--- src/rtl/dbus_clint_if.sv ---
// dbus_clint_if
//   Data-bus link between the core's dbus manager and a single-cycle subordinate.
//   Requests are one-cycle pulses with no ready; read data returns one cycle later
//   and is zero whenever the subordinate is not answering, so several subordinates
//   can be ORed together.
//   Signals:
//     addr    byte address from manager
//     arvalid read request
//     wvalid  write request
//     wdata   lane-aligned write data
//     wstrb   byte enables
//     rdata   read data (subordinate -> manager)
interface dbus_clint_if #(
  parameter int XLEN = 32
);
  logic [XLEN-1:0] addr;
  logic            arvalid;
  logic            wvalid;
  logic [XLEN-1:0] wdata;
  logic [3:0]      wstrb;
  logic [XLEN-1:0] rdata;

  modport master (
    output addr, arvalid, wvalid, wdata, wstrb,
    input  rdata
  );

  modport slave (
    input  addr, arvalid, wvalid, wdata, wstrb,
    output rdata
  );
endinterface

--- src/rtl/dbus_clint.sv ---
// dbus_clint
//   Core-local interruptor on the data bus: msip, 64-bit mtimecmp and a
//   free-running 64-bit mtime. Drives the machine timer and software interrupt
//   lines. Fixed one-cycle read latency, no stall, rdata is zero when idle.
//   Ports:
//     clk_i    clock
//     rst_i    asynchronous active-high reset
//     dbus_if  dbus subordinate port (addr, arvalid, wvalid, wdata, wstrb, rdata)
//     mtip_o   machine timer interrupt pending (registered mtime >= mtimecmp)
//     msip_o   machine software interrupt pending
//   Optional feature:
//     REI_CLINT_PRESCALE_EN  when defined, mtime advances once every TickDiv
//                            cycles through a 16-bit prescaler.
module dbus_clint #(
  parameter logic [31:0] BaseAddr = 32'h0200_0000,
  parameter int unsigned TickDiv  = 1
) (
  input  logic         clk_i,
  input  logic         rst_i,
  dbus_clint_if.slave  dbus_if,
  output logic         mtip_o,
  output logic         msip_o
);

  // Word offsets (byte offset >> 2)
  localparam logic [13:0] OffMsip  = 14'h0000;
  localparam logic [13:0] OffCmpLo = 14'h1000;
  localparam logic [13:0] OffCmpHi = 14'h1001;
  localparam logic [13:0] OffTimLo = 14'h2FFE;
  localparam logic [13:0] OffTimHi = 14'h2FFF;

  logic [63:0] mtime_q, mtime_d, mtime_inc;
  logic [63:0] mtimecmp_q, mtimecmp_d;
  logic        msip_q, msip_d;
  logic [31:0] rdata_q, rdata_d;
  logic        mtip_q, mtip_d;
  logic        tick;
  logic        sel, wr, rd;
  logic [13:0] woff;

  function automatic logic [31:0] merge_bytes(input logic [31:0] old_v,
                                              input logic [31:0] new_v,
                                              input logic [3:0]  strb);
    logic [31:0] r;
    r = old_v;
    for (int b = 0; b < 4; b++) begin
      if (strb[b]) r[8*b +: 8] = new_v[8*b +: 8];
    end
    return r;
  endfunction

  assign sel  = (dbus_if.addr[31:16] == BaseAddr[31:16]);
  assign woff = dbus_if.addr[15:2];
  assign wr   = dbus_if.wvalid && sel;
  assign rd   = dbus_if.arvalid && sel;

`ifdef REI_CLINT_PRESCALE_EN
  localparam logic [15:0] PrescLast = 16'(TickDiv - 1);
  logic [15:0] presc_q, presc_d;
  logic        tim_wr;

  assign tick   = (presc_q == PrescLast);
  assign tim_wr = wr && ((woff == OffTimLo) || (woff == OffTimHi));

  always_comb begin
    presc_d = tick ? 16'd0 : presc_q + 16'd1;
    if (tim_wr) presc_d = 16'd0;
  end

  always_ff @(posedge clk_i or posedge rst_i) begin
    if (rst_i) presc_q <= 16'd0;
    else       presc_q <= presc_d;
  end
`else
  assign tick = 1'b1;
`endif

  assign mtime_inc = mtime_q + {63'd0, tick};

  always_comb begin
    mtime_d    = mtime_inc;
    mtimecmp_d = mtimecmp_q;
    msip_d     = msip_q;
    if (wr) begin
      case (woff)
        OffMsip:  if (dbus_if.wstrb[0]) msip_d = dbus_if.wdata[0];
        OffCmpLo: mtimecmp_d[31:0]  = merge_bytes(mtimecmp_q[31:0],  dbus_if.wdata, dbus_if.wstrb);
        OffCmpHi: mtimecmp_d[63:32] = merge_bytes(mtimecmp_q[63:32], dbus_if.wdata, dbus_if.wstrb);
        OffTimLo: begin
          mtime_d[31:0]  = merge_bytes(mtime_inc[31:0], dbus_if.wdata, dbus_if.wstrb);
          // carry out of the low half is dropped on the write cycle
          mtime_d[63:32] = mtime_q[63:32];
        end
        OffTimHi: mtime_d[63:32] = merge_bytes(mtime_inc[63:32], dbus_if.wdata, dbus_if.wstrb);
        default: ;
      endcase
    end
  end

  // Read samples pre-write state, so a same-cycle write to the word returns old data.
  always_comb begin
    rdata_d = 32'd0;
    if (rd) begin
      case (woff)
        OffMsip:  rdata_d = {31'd0, msip_q};
        OffCmpLo: rdata_d = mtimecmp_q[31:0];
        OffCmpHi: rdata_d = mtimecmp_q[63:32];
        OffTimLo: rdata_d = mtime_q[31:0];
        OffTimHi: rdata_d = mtime_q[63:32];
        default:  rdata_d = 32'd0;
      endcase
    end
  end

  assign mtip_d = (mtime_d >= mtimecmp_d);

  always_ff @(posedge clk_i or posedge rst_i) begin
    if (rst_i) begin
      mtime_q    <= 64'd0;
      mtimecmp_q <= 64'hFFFF_FFFF_FFFF_FFFF;
      msip_q     <= 1'b0;
      rdata_q    <= 32'd0;
      mtip_q     <= 1'b0;
    end else begin
      mtime_q    <= mtime_d;
      mtimecmp_q <= mtimecmp_d;
      msip_q     <= msip_d;
      rdata_q    <= rdata_d;
      mtip_q     <= mtip_d;
    end
  end

  assign dbus_if.rdata = rdata_q;
  assign mtip_o        = mtip_q;
  assign msip_o        = msip_q;

endmodule

--- src/flat_wrapper.sv ---
// flat-port wrapper written by rule: the top's interface ports become plain ports
module dbus_clint_flat 
#(
  parameter logic [31:0] BaseAddr = 32'h0200_0000,
  parameter int unsigned TickDiv  = 1
)
  (clk_i, rst_i, mtip_o, msip_o, dbus_if_addr, dbus_if_arvalid, dbus_if_wvalid, dbus_if_wdata, dbus_if_wstrb, dbus_if_rdata);
  dbus_clint_if #(.XLEN(32)) dbus_if_i ();
  input  logic clk_i;
  input  logic rst_i;
  output logic mtip_o;
  output logic msip_o;
  input wire logic [$bits(dbus_if_i.addr)-1:0] dbus_if_addr;
  input wire logic [$bits(dbus_if_i.arvalid)-1:0] dbus_if_arvalid;
  input wire logic [$bits(dbus_if_i.wvalid)-1:0] dbus_if_wvalid;
  input wire logic [$bits(dbus_if_i.wdata)-1:0] dbus_if_wdata;
  input wire logic [$bits(dbus_if_i.wstrb)-1:0] dbus_if_wstrb;
  output wire logic [$bits(dbus_if_i.rdata)-1:0] dbus_if_rdata;
  assign dbus_if_i.addr = dbus_if_addr;
  assign dbus_if_i.arvalid = dbus_if_arvalid;
  assign dbus_if_i.wvalid = dbus_if_wvalid;
  assign dbus_if_i.wdata = dbus_if_wdata;
  assign dbus_if_i.wstrb = dbus_if_wstrb;
  assign dbus_if_rdata = dbus_if_i.rdata;
  dbus_clint #(.BaseAddr(BaseAddr), .TickDiv(TickDiv)) u_core (.clk_i(clk_i), .rst_i(rst_i), .dbus_if(dbus_if_i), .mtip_o(mtip_o), .msip_o(msip_o));
endmodule
--- config.mk ---
export PLATFORM = sky130hd
export DESIGN_NAME = dbus_clint_flat
export DESIGN_NICKNAME = d
export VERILOG_FILES = /design/src/rtl/dbus_clint_if.sv /design/src/rtl/dbus_clint.sv /design/src/flat_wrapper.sv
export SDC_FILE = /design/constraint.sdc
export NUM_CORES = 1
export LEC_CHECK = 0
export CAP_MARGIN = 20
export CORE_ASPECT_RATIO = 0.6
export CORE_MARGIN = 8
export CORE_UTILIZATION = 45
export DETAILED_ROUTE_END_ITERATION = 10
export GPL_TIMING_DRIVEN = 0
export PLACE_DENSITY = 0.65
export SYNTH_ARGS = -nofsm -noshare
export SYNTH_HDL_FRONTEND = slang
export SYNTH_SLANG_ARGS = --single-unit
--- constraint.sdc ---
create_clock -name clk_i -period 9.8 [get_ports clk_i]
set_input_delay 2.94 -clock clk_i [delete_from_list [all_inputs] [get_ports clk_i]]
set_output_delay 2.94 -clock clk_i [all_outputs]
set_load 0.005 [all_outputs]
==> metrics <==
CTS buffer count=17; number of nets in the synthesized netlist=1277; overall fraction of global-route tracks in use=about 27%; ANT nets after route=0; filler cell count=2212; Cell Count Post-Placement=1568; tightest slew margin relative to the limit=approximately 29%; setup fix buffers added after clock tree synthesis=0; Die ar.=29500 µm²; synth-to-layout area growth=19.1%; final worst path period need=around 8000 ps; achievable frequency=0.125 GHz; data arrival time of the worst path=8390 ps; share of layout cells above drive strength 1=14.9%; total detailed-routing wirelength=39300 µm; Remaining DRCs=0; unrepaired setup endpoints after global routing=false; root cell of the clock tree=clkbuf_16; I/O Pins=106; placed instance area=~12000 µm²; antenna cell count=0; total number of nets in the final design=between 1000 and 1500; Period Utilization, post-route=81.8%; width of the chip=217 µm; initial antenna violation count=0; LEAKAGE=5.35 nW; synthesized cell area=10900 µm²; Async S/R FF share, synth=100%; average vias per placed instance=between 6 and 7; post-cts repair resize count=0; CTS H-tree depth=4; number of max-slew violations in the final report=0; hold slack final=534 ps; max-cap check violation count=0; type of the setup path with the least slack=primary input to flip-flop; CP endpoint kind=flip-flop; initial cell density of the core=45.4%; TritonCTS clock tree=built; sequential share of the synthesized area=38.0%; average instance area after synthesis=9.53 µm²; via count=10200; Worst Skew=9.69 ps; Critical Path Slowest Stage Cell=nor4_4; number of enable flip-flop cells after synthesis=0; most instantiated flip-flop cell in the synthesis netlist=dfrtp_1; count of input and output buffers=103; power density normalized to cell area=roughly 110 nW/µm²; Critical Path Fanout Max=8; clock transition at the registers of the reported paths=around 70 ps; worst hold path type=flip-flop to flip-flop; cells after synthesis=1140; GPL Wtd Cong=1.01; most used cell, CP=nand4_1; largest net degree at the start of global routing=92; wire length of the first global-routing pass=approximately 60000 µm; Final TNS setup=0 ps; actual transition at the worst max-transition pin=1060 ps; area of the core=23900 µm²; clock latency on the worst-skew pair=460 ps; WL per Instance=24.5 µm; drt initial violations=around 1300; final instance area=12900 µm²; Worst setup SP type=primary input; Yosys reg bits=162; multi-input logic area=around 6200 µm²; final cell count without fillers=around 1600; largest incremental delay on the critical path=around 950 ps; first-pass iteration count of the detailed router=8; global-route congestion overflow total=0; DIE HEIGHT=~140 µm; sequential cell area=approximately 4100 µm²; final hold violation count=0; row cnt=44; Final Util=a little over half; data required time at the worst endpoint=10170 ps; critical path, cell by cell=clkdlybuf4s50_1 -> nand4_1 -> nor4_4 -> nand4_1 -> a221o_1 -> o21ai_0 -> a21oi_1 -> ha_1 -> nand4_1 -> nor4_1 -> o221ai_1 -> nand3_1 -> nor3_1 -> a21oi_1; total clock sinks=162; number of different library cells in the post-synthesis netlist=70; outcome=finished, final reports clean; DP Wirelength=29400 µm; worst vdd rail ir drop=0.000107 V; Post-CTS Hold Fix Bufs=0; setup violation total in the final timing report=0; Max clock buf depth=2; synthesis warning total=0; via count of the first global-routing pass=between 9000 and 10000
==> synth_stat cells, types with 25 or more instances <==
| library cell | n | area share [%] |
|---|---|---|
| nor4_1 | 25 | 1.4 |
| a22oi_1 | 31 | 2.1 |
| ha_1 | 65 | 7.5 |
| mux2_2 | 54 | 5.6 |
| nor2_1 | 76 | 2.6 |
| nand3_1 | 44 | 2.0 |
| dfstp_2 | 64 | 15 |
| nand2_1 | 57 | 2.0 |
| nand4_1 | 40 | 2.3 |
| a21o_1 | 25 | 1.7 |
| o21ai_0 | 50 | 2.3 |
| dfrtp_1 | 98 | 23 |
| inv_1 | 46 | 1.6 |
| clkbuf_1 | 49 | 1.7 |
| a21oi_1 | 83 | 3.8 |
| mux2i_1 | 32 | 2.9 |
==> power by group <==
| part | switching, W | internal [W] | leakage [nW] |
|---|---|---|---|
| clock | 0.000307 | 0.000359 | 0.273 |
| combinational | 0.0000584 | 0.0000373 | 3.11 |
| sequential | 0.00000330 | 0.000672 | 1.96 |
| total | 0.000369 | 0.00107 | 5.35 |
==> area by class of cell <==
| type | instances | area share [%] |
|---|---|---|
| clock inverters | 14 | 1.02 |
| repair buffers | 108 | 8.38 |
| plain buffers | 70 | 2.48 |
| inverters | 46 | 1.39 |
| clock buffers | 18 | 3.39 |
| flip-flops and latches | 162 | 31.9 |
| multi-input cells | 862 | 48.3 |
| well taps | 322 | 3.11 |
==> metrics by stage <==
stage | total power, W | worst slack [ps]
4_1_cts | 0.00144 | 1870
3_5_place_dp | 0.000781 | 1410
3_3_place_gp | 0.000779 | 108
6_report | 0.00144 | 1790
5_1_grt | 0.00148 | 1710
2_1_floorplan | 0.000719 | 2590
==> registers in the layout, summed over array words and instances (netlist names) <==
register              flops
u_core.mtime_q           64
u_core.mtimecmp_q        64
u_core.dbus_if.rdata     32
u_core.msip_o             1
u_core.mtip_o             1
==> layout by cell type, fill, tap and decap left out, types with 32 or more instances in the layout <==
| cell type | count |
|---|---|
| mux2i_1 | 32 |
| nor2_1 | 76 |
| a21oi_1 | 83 |
| o21ai_0 | 50 |
| mux2_2 | 54 |
| ha_1 | 65 |
| inv_1 | 45 |
| clkbuf_1 | 49 |
| dfrtp_1 | 98 |
| nand2_1 | 57 |
| clkdlybuf4s50_1 | 103 |
| dfstp_2 | 64 |
| nand4_1 | 40 |
| nand3_1 | 44 |
==> metal layers <==
metal	global-route usage, %	wire, µm
met1	39.8	18400
met2	35.9	15400
met3	8.73	4600
met4	7.78	869
met5	0	0
==> worst paths after layout <==
| path | start | end | slack (ps) | cells past startpoint |
|---|---|---|---|---|
| worst max register to register | u_core.mtime_q[0]$_DFF_PP0_ | u_core.mtip_o$_DFF_PP0_ | 4170 | 15 |
| max in group asynchronous | rst_i | u_core.mtimecmp_q[11]$_DFF_PP1_ | 5990 | 3 |
| worst max-delay path | dbus_if_addr[7] | u_core.mtip_o$_DFF_PP0_ | 1790 | 14 |
| worst min register to register | u_core.msip_o$_DFFE_PP0P_ | u_core.msip_o$_DFFE_PP0P_ | 530 | 1 |
| min in group asynchronous | rst_i | u_core.dbus_if.rdata[27]$_DFF_PP0_ | 2930 | 2 |
| worst min-delay path | u_core.msip_o$_DFFE_PP0P_ | u_core.msip_o$_DFFE_PP0P_ | 530 | 1 |
==> kinds of logic after synthesis <==
logic type      Yosys count  share of synthesized area [%]
xor+xnor                 32                           2.58
simple gates            355                           18.3
mux                     100                           9.99
fa+ha+maj                65                           7.48
buf+inv                 116                           4.55
flops                   162                           38.0
compound gates          310                           19.1
==> worst max-delay path, delay by kind of cell <==
family	cells	cell delay [ps]
buffers and inverters	1	480
AND/OR/NAND/NOR	7	3170
adder cells (fa/ha/maj)	1	380
AO/OA/AOI/OAI	5	1410
Power figures use the tool's default switching activity.
